--- src/rtl/uart_tx_core.sv ---
// 8N1 UART transmit core: free-running baud enables plus a byte serialiser.
// Also provides a 16x-oversample enable for a companion receiver.
module uart_tx_core #(
  parameter int unsigned CLK_HZ = 12000000,
  parameter int unsigned BAUD   = 115200
) (
  input  logic       clk_12m,
  input  logic       rst,
  input  logic [7:0] din,
  input  logic       wr_en,
  output logic       tx,
  output logic       tx_busy,
  output logic       txclk_en,
  output logic       rxclk_en
);

  localparam int unsigned TxDivRaw = CLK_HZ / BAUD;
  localparam int unsigned RxDivRaw = CLK_HZ / (BAUD * 16);
  localparam int unsigned TX_DIV   = (TxDivRaw < 1) ? 1 : TxDivRaw;
  localparam int unsigned RX_DIV   = (RxDivRaw < 1) ? 1 : RxDivRaw;
  localparam int unsigned TxW      = (TX_DIV > 1) ? $clog2(TX_DIV) : 1;
  localparam int unsigned RxW      = (RX_DIV > 1) ? $clog2(RX_DIV) : 1;

  localparam logic [TxW-1:0] TxMax = TxW'(TX_DIV - 1);
  localparam logic [RxW-1:0] RxMax = RxW'(RX_DIV - 1);

  localparam logic [1:0] StIdle  = 2'd0;
  localparam logic [1:0] StStart = 2'd1;
  localparam logic [1:0] StData  = 2'd2;
  localparam logic [1:0] StStop  = 2'd3;

  logic [TxW-1:0] tx_cnt_q, tx_cnt_d;
  logic [RxW-1:0] rx_cnt_q, rx_cnt_d;
  logic [1:0]     state_q, state_d;
  logic [2:0]     bitpos_q, bitpos_d;
  logic [7:0]     data_q, data_d;
  logic           tx_q, tx_d;

  // Baud counters run regardless of transmitter state.
  always_comb begin
    tx_cnt_d = (tx_cnt_q == TxMax) ? '0 : tx_cnt_q + TxW'(1);
    rx_cnt_d = (rx_cnt_q == RxMax) ? '0 : rx_cnt_q + RxW'(1);
  end

  assign txclk_en = (tx_cnt_q == '0);
  assign rxclk_en = (rx_cnt_q == '0);

  always_comb begin
    state_d  = state_q;
    bitpos_d = bitpos_q;
    data_d   = data_q;
    tx_d     = tx_q;
    case (state_q)
      StIdle: begin
        if (wr_en) begin
          data_d   = din;
          bitpos_d = 3'd0;
          state_d  = StStart;
        end
      end
      // Waiting for txclk_en here keeps the previous stop bit a full period.
      StStart: begin
        if (txclk_en) begin
          tx_d    = 1'b0;
          state_d = StData;
        end
      end
      StData: begin
        if (txclk_en) begin
          tx_d = data_q[bitpos_q];
          if (bitpos_q == 3'd7) begin
            state_d = StStop;
          end else begin
            bitpos_d = bitpos_q + 3'd1;
          end
        end
      end
      StStop: begin
        if (txclk_en) begin
          tx_d    = 1'b1;
          state_d = StIdle;
        end
      end
      default: state_d = StIdle;
    endcase
  end

  always_ff @(posedge clk_12m) begin
    if (rst) begin
      tx_cnt_q <= '0;
      rx_cnt_q <= '0;
      state_q  <= StIdle;
      bitpos_q <= 3'd0;
      data_q   <= 8'h00;
      tx_q     <= 1'b1;
    end else begin
      tx_cnt_q <= tx_cnt_d;
      rx_cnt_q <= rx_cnt_d;
      state_q  <= state_d;
      bitpos_q <= bitpos_d;
      data_q   <= data_d;
      tx_q     <= tx_d;
    end
  end

  assign tx      = tx_q;
  assign tx_busy = (state_q != StIdle);

endmodule

--- config.mk ---
export PLATFORM = sky130hd
export DESIGN_NAME = uart_tx_core
export DESIGN_NICKNAME = d
export VERILOG_FILES = /design/src/rtl/uart_tx_core.sv
export SDC_FILE = /design/constraint.sdc
export NUM_CORES = 1
export LEC_CHECK = 0
export CORE_ASPECT_RATIO = 0.9
export CORE_MARGIN = 3
export CORE_UTILIZATION = 58
export DETAILED_ROUTE_END_ITERATION = 6
export PLACE_DENSITY_LB_ADDON = 0.1
export RECOVER_POWER = 50
export SLEW_MARGIN = 20
export SYNTH_ARGS = -nofsm -noshare
export SYNTH_HDL_FRONTEND = slang
export SYNTH_SLANG_ARGS = --single-unit
--- constraint.sdc ---
create_clock -name clk_12m -period 3.6 [get_ports clk_12m]
set_input_delay 1.08 -clock clk_12m [delete_from_list [all_inputs] [get_ports clk_12m]]
set_output_delay 1.08 -clock clk_12m [all_outputs]
set_load 0.03 [all_outputs]
==> run metrics <==
Core ar. 1971 sq um; Initial Util between 60 and 70%; pin count of the biggest net entering global routing 20; wire length on met3 81 um; Die W 54.84 um; die area 2739 sq um; met1 WL around 1 mm; max_slew headroom 51.17%; number of H-tree levels 1; syn_area_per_cell 8.956 sq um; HPWL after DPL 1.541 mm; Filler cells roughly 160; final antenna-violating net count 0; status finished clean; asr flop ratio synth 0%; slowest stage delay, CP 0.69 ns; Yosys reg bits 24; Lkg Pwr 0.0005739 uW; DR vias 950; Pwr per Cell Area around 560 nW/um^2; ANT cells 0; crit path cell chain inv_1, ha_1, or4b_4, nor2_1, clkdlybuf4s50_1; ratio of cells with drive above 1 in the final layout 8.553%; clock sinks 24; Period minus WS final 3.264 ns; Remaining DRCs 0; Pins Over Slew Limit 0; I/O pins 15; most frequent cells in the layout 24 x dfxtp_1, 13 x a21oi_1, 12 x clkdlybuf4s50_1; TNS Setup 0 ns; first-pass GRT wire length between 3 and 4 mm; crit-path max FO 4; wire per inst 11.36 um; GPL Wtd Cong between 0.7 and 0.8; commonest non-fill, non-tap cell in the layout dfxtp_1; initial antenna violation count 0; Area contributors post-synth dfxtp_1 39%, ha_1 11%, a21oi_1 5.2%; total wire length around 2 mm; WL met2 899 um; crit path DAT approximately 2.2 ns; area grow syn2layout 15.08%; Clock Path Buffers 2; crit start category flop; Power Total 803.5 uW; post-CTS sizing 0; crit path max-delay cell type clkdlybuf4s50_1; total gr overflow 0; starting DRC count in detailed routing 13; vias in the first global route approximately 850; Root Buffer clkbuf_4; post-CTS setup buffer count 0; Cells after Synth between 100 and 150; First-pass DRT Iterations 4; Top Metal Used met4; Crit Path Category flop to primary output; Nets between 150 and 200; DP Area 1396 sq um; Post-synth EDFFs 0; IO buf count 14; IR drop worst, VDD 0.0004258 V; Chip Height 49.95 um; final setup fails 0; register area share after synthesis 38.59%; Inserted Clock Buffers 3; CTS clock-pin slew for the worst setup and hold paths approximately 0.13 ns; Hold WC Path Type flop to flop; clk_skew around 0.0038 ns; Tot GR Track Use 17.09%; WP data required around 2.5 ns; Syn Std Cell Area ~1200 sq um; critical path capture point type primary output; Cell variety after synth 39; final hold slack 0.4646 ns; Tightest Pin Transition around 0.73 ns; FP Rows 15; Synth Net Count 161; Syn. warnings 0; # hold bufs at CTS 0; via density per instance 5.367; top_reg_cell synth dfxtp_1; worst skew pair latency 0.31 ns; CTS tree built; final instance area 1433 sq um; Period Utilization, post-route 90.67%; Final Hold Fails 0; RSZ-0062 raised after global routing false; maximum clock frequency 306.3 MHz; Yosys top cell area share 38.59%; Max Cap Viol 0; cell type with the largest total area after synthesis dfxtp_1
==> layer usage <==
layer / vias up / track usage (%)
met2: 17 / 27.76
met3: 2 / 5.438
met1: 425 / 21.54
li1: 506 / -
met4: 0 / 3.734
met5: - / 0
==> kinds of logic (layout without fill, tap and decap cells) <==
kind of cell    Yosys count  count (layout)  share of synthesized area (%)
xor+xnor                  4               4                          2.815
fa+ha+maj                11              11                          11.06
compound gates           30              30                          16.08
flops                    24              24                          38.59
simple gates             52              52                          23.02
buf+inv                  15              28                          4.623
mux                       3               3                          3.819
==> registers in the layout, indices dropped and copies added, names as in the netlist <==
name and flops:
bitpos_q 3, tx 1, tx_cnt_q 7, data_q 8
rx_cnt_q 3, state_q 2
==> synth_stat cells, types with 2 or more instances <==
master,number
nor3b_1,2
a211oi_1,2
and2_1,2
inv_1,10
nor2_1,11
xor2_1,2
nand2_1,11
a21oi_1,13
ha_1,11
o21a_1,2
clkbuf_1,3
a22o_1,2
nor2b_1,5
o21ai_0,3
nor3_1,2
xnor2_1,2
nand3_1,11
dfxtp_1,24
==> stage by stage <==
stage	instances	setup slack, ns	util, %
3_3_place_gp	173	0.7117	70.86
4_1_cts	177	0.3169	72.70
3_5_place_dp	173	0.6726	70.86
6_report	177	0.3357	72.70
5_1_grt	177	0.2047	72.70
2_1_floorplan	139	1.103	-
==> cell type report <==
cell class | count | area [sq um] | share of cell area [%]
multi-input combinational | 100 | 706.9 | 49.35
inverter | 10 | 37.54 | 2.620
clock buffer | 4 | 36.28 | 2.533
sequential | 24 | 480.5 | 33.54
tap | 25 | 31.28 | 2.183
timing repair buffer | 14 | 140.1 | 9.782
==> final timing paths <==
path	startpoint	endpoint	slack (ns)	cells past startpoint
worst max-delay path	tx_cnt_q[0]$_SDFF_PP0_	txclk_en	0.34	5
worst min-delay path	data_q[1]$_SDFFE_PP0P_	data_q[1]$_SDFFE_PP0P_	0.46	2
worst max register to register	state_q[0]$_SDFFE_PP0P_	bitpos_q[0]$_SDFFE_PP0P_	1.65	6
worst min register to register	data_q[1]$_SDFFE_PP0P_	data_q[1]$_SDFFE_PP0P_	0.46	2
==> where the power goes <==
group	switching, uW	internal, uW	total, uW
Combinational	186	150	335
Clock	75.9	61.7	138
Sequential	26.1	305	331
==> worst max-delay path, delay by kind of cell (launching register included) <==
family                   cells  cell delay (ns)
buffers and inverters        2             0.75
AND/OR/NAND/NOR              2             0.62
flip-flops                   1             0.35
adder cells (fa/ha/maj)      1             0.15
No activity file was read; power rests on OpenSTA's default activity.
